===== config.mk =====
export PLATFORM = sky130hd
export DESIGN_NAME = uart_tx_arbiter
export DESIGN_NICKNAME = d
export VERILOG_FILES = /design/src/rtl/uart_pkg.sv /design/src/rtl/uart_tx_arbiter_rr_pick.sv /design/src/rtl/uart_tx_arbiter.sv
export SDC_FILE = /design/constraint.sdc
export NUM_CORES = 1
export LEC_CHECK = 0
export ABC_AREA = 1
export CAP_MARGIN = 20
export CORE_MARGIN = 10
export CORE_UTILIZATION = 41
export CTS_CLUSTER_DIAMETER = 200
export CTS_CLUSTER_SIZE = 16
export DETAILED_ROUTE_END_ITERATION = 16
export PLACE_DENSITY = 0.74
export SETUP_SLACK_MARGIN = 0.15
export SLEW_MARGIN = 20
export SYNTH_ARGS = -nofsm -noshare
export SYNTH_HDL_FRONTEND = slang
export SYNTH_SLANG_ARGS = --single-unit
export TNS_END_PERCENT = 100

===== constraint.sdc =====
create_clock -name clk -period 2.5 [get_ports clk]
set_input_delay 0.375 -clock clk [delete_from_list [all_inputs] [get_ports clk]]
set_output_delay 0.375 -clock clk [all_outputs]
set_load 0.02 [all_outputs]

===== src/rtl/uart_pkg.sv =====
// Shared UART definitions: clocking constants, arbiter state encoding and
// the grant-index width helper used by the transmit arbiter and its selector.
package uart_pkg;

    localparam int CLK_FREQ_HZ  = 12_000_000;
    localparam int BAUD_RATE    = 115_200;
    localparam int BIT_PERIOD   = CLK_FREQ_HZ / BAUD_RATE;

    localparam int DATA_W_DEF   = 8;
    localparam int NUM_REQ_DEF  = 3;

    typedef enum logic [2:0] {
        ST_IDLE  = 3'd0,
        ST_ISSUE = 3'd1,
        ST_START = 3'd2,
        ST_DRAIN = 3'd3,
        ST_HOLD  = 3'd4
    } arb_state_e;

    // Index width for n requesters; never narrower than one bit.
    function automatic int grant_w(input int n);
        return (n > 1) ? $clog2(n) : 1;
    endfunction

    localparam int GRANT_W = grant_w(NUM_REQ_DEF);

endpackage


===== src/rtl/uart_tx_arbiter_rr_pick.sv =====
// Rotate-priority selector: first valid requester at or after ptr, wrapping
// modulo N (N need not be a power of two).
module rr_pick
    import uart_pkg::*;
#(
    parameter int N  = NUM_REQ_DEF,
    parameter int GW = grant_w(N)
) (
    input  logic [N-1:0]  valid,
    input  logic [GW-1:0] ptr,
    output logic [GW-1:0] winner,
    output logic          any_valid
);

    logic [GW:0]   sum_s;
    logic [GW-1:0] idx_s;

    // Walk offsets 0..N-1 from ptr; the first hit sticks.
    always_comb begin
        winner    = '0;
        any_valid = 1'b0;
        sum_s     = '0;
        idx_s     = '0;
        for (int k = 0; k < N; k++) begin
            sum_s     = {1'b0, ptr} + (GW+1)'(k);
            idx_s     = (sum_s >= (GW+1)'(N)) ? GW'(sum_s - (GW+1)'(N)) : GW'(sum_s);
            winner    = (valid[idx_s] && !any_valid) ? idx_s : winner;
            any_valid = any_valid | valid[idx_s];
        end
    end

endmodule


===== src/rtl/uart_tx_arbiter.sv =====
// Round-robin, packet-locking arbiter sharing one UART transmitter between
// several byte-stream requesters over a tx_start/tx_busy level handshake.
module uart_tx_arbiter
    import uart_pkg::*;
#(
    parameter int NUM_REQ      = NUM_REQ_DEF,
    parameter int DATA_W       = DATA_W_DEF,
    parameter int LOCK_TIMEOUT = 65535
) (
    input  logic                         clk,
    input  logic                         rst_n,
    input  logic [NUM_REQ-1:0]           req_valid,
    input  logic [NUM_REQ*DATA_W-1:0]    req_data,
    input  logic [NUM_REQ-1:0]           req_last,
    output logic [NUM_REQ-1:0]           req_ready,
    output logic [DATA_W-1:0]            tx_data,
    output logic                         tx_start,
    input  logic                         tx_busy,
    output logic [grant_w(NUM_REQ)-1:0]  grant_id,
    output logic                         grant_active,
    output logic                         lock_timeout
);

    localparam int GW      = grant_w(NUM_REQ);
    localparam int CNT_W   = (LOCK_TIMEOUT > 1) ? $clog2(LOCK_TIMEOUT) : 1;
    localparam int TO_LAST = (LOCK_TIMEOUT > 0) ? LOCK_TIMEOUT - 1 : 0;

    arb_state_e         state_r;
    logic [GW-1:0]      rr_ptr_r;
    logic [CNT_W-1:0]   cnt_r;
    logic               last_r;

    logic [GW-1:0]      win_s;
    logic               any_s;
    logic               g_valid_s;
    logic               g_last_s;
    logic [DATA_W-1:0]  g_data_s;
    logic [GW-1:0]      next_ptr_s;

    rr_pick #(.N(NUM_REQ), .GW(GW)) u_pick (
        .valid     (req_valid),
        .ptr       (rr_ptr_r),
        .winner    (win_s),
        .any_valid (any_s)
    );

    // Mux out the granted requester's lane and the post-release pointer.
    always_comb begin
        g_valid_s = 1'b0;
        g_last_s  = 1'b0;
        g_data_s  = '0;
        for (int i = 0; i < NUM_REQ; i++) begin
            g_valid_s = (grant_id == GW'(i)) ? req_valid[i] : g_valid_s;
            g_last_s  = (grant_id == GW'(i)) ? req_last[i]  : g_last_s;
            g_data_s  = (grant_id == GW'(i)) ? req_data[i*DATA_W +: DATA_W] : g_data_s;
        end
        next_ptr_s = (grant_id == GW'(NUM_REQ-1)) ? '0 : grant_id + GW'(1);
    end

    // Arbitration FSM; every output is a register written here.
    always_ff @(posedge clk or negedge rst_n) begin
        if (!rst_n) begin
            state_r      <= ST_IDLE;
            rr_ptr_r     <= '0;
            cnt_r        <= '0;
            last_r       <= 1'b0;
            req_ready    <= '0;
            tx_data      <= '0;
            tx_start     <= 1'b0;
            grant_id     <= '0;
            grant_active <= 1'b0;
            lock_timeout <= 1'b0;
        end else begin
            lock_timeout <= 1'b0;
            case (state_r)
                // tx_busy gate also covers a frame left running across reset.
                ST_IDLE: begin
                    if (!tx_busy && any_s) begin
                        grant_id     <= win_s;
                        grant_active <= 1'b1;
                        req_ready    <= NUM_REQ'(1) << win_s;
                        state_r      <= ST_ISSUE;
                    end
                end
                ST_ISSUE: begin
                    tx_data   <= g_data_s;
                    last_r    <= g_last_s;
                    tx_start  <= 1'b1;
                    req_ready <= '0;
                    state_r   <= ST_START;
                end
                ST_START: begin
                    if (tx_busy) begin
                        tx_start <= 1'b0;
                        state_r  <= ST_DRAIN;
                    end
                end
                ST_DRAIN: begin
                    if (!tx_busy) begin
                        if (last_r) begin
                            grant_active <= 1'b0;
                            rr_ptr_r     <= next_ptr_s;
                            state_r      <= ST_IDLE;
                        end else if (g_valid_s) begin
                            req_ready <= NUM_REQ'(1) << grant_id;
                            state_r   <= ST_ISSUE;
                        end else begin
                            cnt_r   <= '0;
                            state_r <= ST_HOLD;
                        end
                    end
                end
                // Locked holder is silent; other requesters stay ignored.
                ST_HOLD: begin
                    if (g_valid_s) begin
                        req_ready <= NUM_REQ'(1) << grant_id;
                        state_r   <= ST_ISSUE;
                    end else if ((LOCK_TIMEOUT != 0) && (cnt_r == CNT_W'(TO_LAST))) begin
                        lock_timeout <= 1'b1;
                        grant_active <= 1'b0;
                        rr_ptr_r     <= next_ptr_s;
                        state_r      <= ST_IDLE;
                    end else begin
                        cnt_r <= cnt_r + CNT_W'(1);
                    end
                end
                default: begin
                    state_r      <= ST_IDLE;
                    req_ready    <= '0;
                    tx_start     <= 1'b0;
                    grant_active <= 1'b0;
                end
            endcase
        end
    end

endmodule

==> results of run 1 <==
-- worst max-delay path by stage --
| stage | start | endpoint | cells past startpoint |
|---|---|---|---|
| CTS | rr_ptr_r[0] | req_ready[1] | 13 |
| global placement | req_valid[1] | cnt_r[1] | 11 |
| floorplan | rr_ptr_r[0] | req_ready[0] | 13 |
| global route | rr_ptr_r[0] | req_ready[1] | 13 |
| finish | rr_ptr_r[0] | req_ready[1] | 13 |
| detailed placement | req_valid[1] | cnt_r[6] | 11 |
-- power groups by stage --
stage	Sequential, mW	Combinational [mW]	Clock [mW]
after floorplan	1.08	1.06	0
after global placement	0.953	1.74	0
after detailed placement	0.962	1.76	0
after CTS	0.954	1.77	0.670
after global routing	0.977	1.98	0.705
final	0.953	1.76	0.657
-- registers in the layout, summed over array words and instances, names as in the netlist --
register      count
last_r            1
grant_id          2
req_ready         3
state_r           3
cnt_r            16
tx_data           8
tx_start          1
lock_timeout      1
grant_active      1
rr_ptr_r          2
-- per-layer routing --
metal,vias up,GRT usage,share of wire
met2,64,0.223,0.47
met1,1168,0.160,0.42
met3,13,0.0628,0.087
met4,0,0.0408,0.019
li1,1267,-,-
met5,-,0,0
-- worst max-delay path, delay by kind of cell, from the launching register on --
family / cells / cell delay (ns)
simple gates: 10 / 0.96
fa+ha+maj: 1 / 0.39
buf+inv: 2 / 0.22
flops: 1 / 0.40
-- layout by cell type (no fill, tap or decap), drive strengths merged --
cell / instances
ha: 6
inv: 45
nand3: 39
dfrtp: 38
a21oi: 13
o21ai: 25
a31oi: 9
buf: 5
a31o: 2
o22ai: 1
nand2: 93
or2: 2
clkbuf: 6
bufinv: 2
nor2: 42
a32oi: 1
clkdlybuf4s50: 47
nand4: 10
xor2: 10
nor4: 1
nor3: 11
-- per-stage QoR --
| step | hold slack (ns) | power, mW | util |
|---|---|---|---|
| global placement | 0.462 | 2.69 | 0.517 |
| global route | 0.258 | 3.66 | 0.541 |
| finish | 0.187 | 3.37 | 0.541 |
| detailed placement | 0.462 | 2.73 | 0.517 |
| CTS | 0.229 | 3.40 | 0.541 |
| floorplan | 0.0794 | 2.14 | - |
-- cell type report --
cell class	instances	area, um2
inverter	45	169
clock buffer	6	82.6
sequential	38	951
fill	604	2740
multi-input combinational	265	1360
tap	75	93.8
clock inverter	2	60.1
timing repair buffer	52	505
-- logic make-up after synthesis --
logic type	after synthesis	share of synthesized area
fa+ha+maj	6	0.0297
compound gates	51	0.122
buf+inv	52	0.0866
xor+xnor	10	0.0347
simple gates	198	0.350
flops	38	0.376
==> impl_metrics.toml, run 1 <==
[routing]
post-route-drc-count = 0
routedWlPerCell_um = 13.8
firstDrtPassIters = 6
via_per_inst = 5.20
via_count = 2512
drtIter0Drc = 96
antenna_left = 0
wl_um = 6670

[yosys]
yosys.area.top_type = "dfrtp_1"
seq_area_frac_synth = 0.376
netlist_area_um2 = 2530
synthFlopType = "dfrtp_1"
synthCells = 355
synth_seq_cells = 38
post-synth-top-count-cell = "nand2_1"
yosys-top-cells-area = "dfrtp_1 38%, nand2_1 13%, nand3_1 7.3%"
syn_avg_cell_area_um2 = 7.12
synthArstFlopShare = 1.00
synth_common_cells = "90 x nand2_1, 41 x inv_1, 39 x nor2_1"
synth_edf_count = 0
synth.distinct_cells = 30
synth_top_cell_area_share = 0.376
synthesis.nets = 394
ys_warn_count = 0

[setup_path]
path_cells = "inv_1 -> ha_1 -> inv_1 -> nand2_1 -> nand3_1 -> nand2_1 -> nand3_1 -> nand2_1 -> nand2_1 -> nand2_1 -> nor2_2 -> nand3_1 -> nand2_1"
worst_path_most_repeated_cell = "nand2_1"
r2r-start = "rr_ptr_r[0]"
ff2ff_path_depth = 13
critPathLaunchType = "flip-flop"
slowest_stage = "dfrtp_1"
crit_type = "flip-flop to flip-flop"
reg2reg_slack_ns = 0.47
crit_fanout = 8
cp.arrival_ns = 2.27
cp-end-kind = "flip-flop"
r2r_end = "req_ready[1]"
critPathMaxStageDelay_ns = 0.40
crit_required_ns = 2.74

[floorplanning]
fp-row-count = 28
die_w_um = 98.5
pin_count = 49
dieArea_um2 = 9710
start_util = 0.424
core-area_um2 = 5960
die_y_um = 98.5

[timing]
tns_ns = 0
setup_violations = 0
hold_viol_final = 0
layout_setup_ws_ns = 0.469
tightest_slew_ns = 0.858
skew_ns = 0.00610
drv_slew = 0
rsz0062_at_grt = "false"
period_share = 0.813
finalCriticalPeriod_ns = 2.03
fmax_ghz = 0.492
relSlewSlack = 0.428

[pwr]
netSwitchingPower_mw = 1.48
ir_worst_vdd_mv = 0.674
cellLeakagePower_nw = 1.43
combPwrFrac = 0.523
p_seq_frac = 0.282
power.density_nw_per_um2 = 1050
power.share.clock = 0.195
swShare = 0.440
p_int_mw = 1.89

[clock_tree]
cts.htree.levels = 2
cts.path.max_buffers = 2
cts_made_buffers = 5
cts-root-buf = "clkbuf_8"
cts_tree = "yes"
cts_setup_buffers = 0
cts_hold_buf = 0
clk_pin_slew_worst_paths_ns = 0.08
post_cts_resized = 0
cts.sinks = 38
clock_latency_ns = 0.29

[global_route]
grt_max_degree = 39
grt_pass1_vias = 2508
antenna_found_initial = 0
grt_first_pass_wirelength_um = 11500
track_usage = 0.138
gr-total-overflow = 0

[cells_and_area]
nNetsFinal = 446
final_cell_area_um2 = 3220
fin_cells = 483
antennaDiodeCount = 0
drive_above_1_share = 0.0956
area_delta_synth_final_pct = 27.4

[flow_run]
cap_viol_max_count = 0

[placement]
numPortBuffers = 48
place_area_um2 = 3080
dp_cells = 475
post-place-ws_ns = 0.389
gp_congestion = 0.947
hpwl_um = 5200

[hold_path]
hp-class = "primary input to async pin"

[status]
status = "finished clean"
Note: power is estimated with default switching activity, not from simulation.
==> run 2: changes to the inputs <==
Clock period 2.5 ns to 2 ns, I/O delays scaled along.
==> run 2 against run 1 <==
Effect of this change:
- worst setup slack got worse by 0.27 ns
- design area rose by 1.9%
- total power rose by 23%
- count of clock-buffer cells in the layout rose by 1
- wire length rose by 4.1%
- register-to-register slack got worse by 0.27 ns
- combinational power rose by 39%
- flip-flop and latch count did not move
- global-route usage rose by 0.14 points
- sequential share of layout area fell by 0.55 points
==> impl_metrics.toml, run 2 (same netlist as run 1, synthesis figures left out) <==
[clock_tree]
cts_hold_buf = 0
clk_pin_slew_worst_paths_ns = 0.08
cts_made_buffers = 5
cts.htree.levels = 2
cts-root-buf = "clkbuf_8"
cts.path.max_buffers = 2
cts.sinks = 38
cts_tree = "yes"
clock_latency_ns = 0.29

[pwr]
p_int_mw = 2.19
p_seq_frac = 0.287
cellLeakagePower_nw = 1.45
power.share.clock = 0.124
ir_worst_vdd_mv = 0.787
power.density_nw_per_um2 = 1270
netSwitchingPower_mw = 1.96
combPwrFrac = 0.589
swShare = 0.472

[cells_and_area]
top_register = "cnt_r"
final_cell_mix = "86 x nand2_1, 46 x clkdlybuf4s50_1, 39 x inv_1, 39 x nor2_1, 38 x dfrtp_1"
layout_commonest_cell = "nand2_1"
top_regs = "cnt_r: 16 flops, tx_data: 8 flops"
drive_above_1_share = 0.133
nNetsFinal = 452
largest_register_ffs = 16
nFillCells = 589
area_delta_synth_final_pct = 29.8
antennaDiodeCount = 0

[setup_path]
crit_start = "rr_ptr_r[0]"
cp-end-kind = "flip-flop"
path_buf_inv = 2
r2r_end = "req_ready[0]"
critPathMaxStageDelay_ns = 0.44
path_cells = "inv_2 -> ha_4 -> inv_2 -> nand2_1 -> nand3_2 -> nand2_2 -> nand4_1 -> nand3_1 -> nand2_1 -> nand3_1 -> nand2_1"
cp_num_cells = 11
crit_fanout = 8
critPathLaunchType = "flip-flop"
r2r-start = "rr_ptr_r[0]"
slowest_stage = "dfrtp_1"
worstSetupEndpoint = "req_ready[0]"
ff2ff_path_depth = 11
cp.arrival_ns = 1.99
crit_required_ns = 2.18
reg2reg_slack_ns = 0.20
crit_type = "flip-flop to flip-flop"
worst_path_most_repeated_cell = "nand2_1"
critPathTopFamily = "simple AND/OR/NAND/NOR gates"

[timing]
period_share = 0.900
hold_viol_final = 0
skew_ns = 0.00560
rsz0062_at_grt = "true"
setup_violations = 0
finalCriticalPeriod_ns = 1.80
tightest_slew_ns = 0.505
relSlewSlack = 0.664
drv_slew = 0
fmax_ghz = 0.555
tns_ns = 0
layout_setup_ws_ns = 0.199

[global_route]
antenna_found_initial = 0
track_usage = 0.140
grt_pass1_vias = 2504
gr-total-overflow = 0
grt_max_degree = 39
grt_first_pass_wirelength_um = 11500

[status]
status = "finished clean"

[routing]
post-route-drc-count = 0
via_per_inst = 5.24
wl_um = 6940
antenna_left = 0
via_count = 2557
routedWlPerCell_um = 14.2
firstDrtPassIters = 4
drtIter0Drc = 94

[hold_path]
hp-class = "primary input to async pin"

[floorplanning]
dieArea_um2 = 9710
start_util = 0.424
core-area_um2 = 5960
die_y_um = 98.5
die_w_um = 98.5
pin_count = 49
fp-row-count = 28

[placement]
post-place-ws_ns = 0.0216
hpwl_um = 5310
numPortBuffers = 48
gp_congestion = 0.920

[flow_run]
cap_viol_max_count = 0
==> run 2: power groups by stage <==
stage,Combinational [mW],Sequential [mW],Clock [mW]
2_1_floorplan,1.33,1.35,0
3_3_place_gp,2.25,1.19,0
3_5_place_dp,2.30,1.20,0
4_1_cts,2.34,1.19,0.526
5_1_grt,2.72,1.23,0.562
6_report,2.45,1.19,0.514
==> run 2: layout make-up <==
type                       instances  area, um2  area share
clock buffer                       7       76.3      0.0233
inverter                          45        169      0.0515
timing repair buffer              58        566       0.172
tap                               75       93.8      0.0286
multi-input combinational        265       1430       0.434
sequential                        38        951       0.290
==> run 2: metal layers <==
layer	up-vias	global-route usage	part of all wire
li1	1279	-	-
met1	1194	0.159	0.42
met2	71	0.227	0.48
met3	13	0.0635	0.080
met4	0	0.0463	0.017
met5	-	0	0
==> run 2: how the worst min path moves through the flow <==
stage               start         to  slack, ns  cells after the start
detailed placement  rst_n  cnt_r[14]       0.39                      2
global route        rst_n   cnt_r[4]       0.09                      2
finish              rst_n  cnt_r[14]       0.05                      2
CTS                 rst_n   cnt_r[4]       0.08                      2
floorplan           rst_n   cnt_r[0]      0.004                      0
global placement    rst_n  cnt_r[14]       0.39                      2
==> run 2: through the flow <==
step	std cells	hold slack, ns	total power, mW	util	cell area (um2)
3_3_place_gp	479	0.387	3.44	0.524	3120
2_1_floorplan	355	0.00441	2.68	-	2530
5_1_grt	488	0.0898	4.50	0.551	3280
3_5_place_dp	479	0.391	3.49	0.524	3120
4_1_cts	486	0.0786	4.05	0.539	3210
6_report	488	0.0535	4.15	0.551	3280
==> run 2: worst reg2reg max path: stages, from the launching register on <==
cell	delay [ns]
dfrtp_1	0.44
inv_2	0.08
ha_4	0.32
inv_2	0.06
nand2_1	0.07
nand3_2	0.07
nand2_2	0.09
nand4_1	0.12
nand3_1	0.18
nand2_1	0.12
nand3_1	0.10
nand2_1	0.05
==> run 2: timing repair <==
action | in CTS | in global routing
endpoints found under the setup margin | 5 | 14
pin swaps | 0 | 3
buffers inserted | 0 | 2
gates resized for setup | 4 | 17
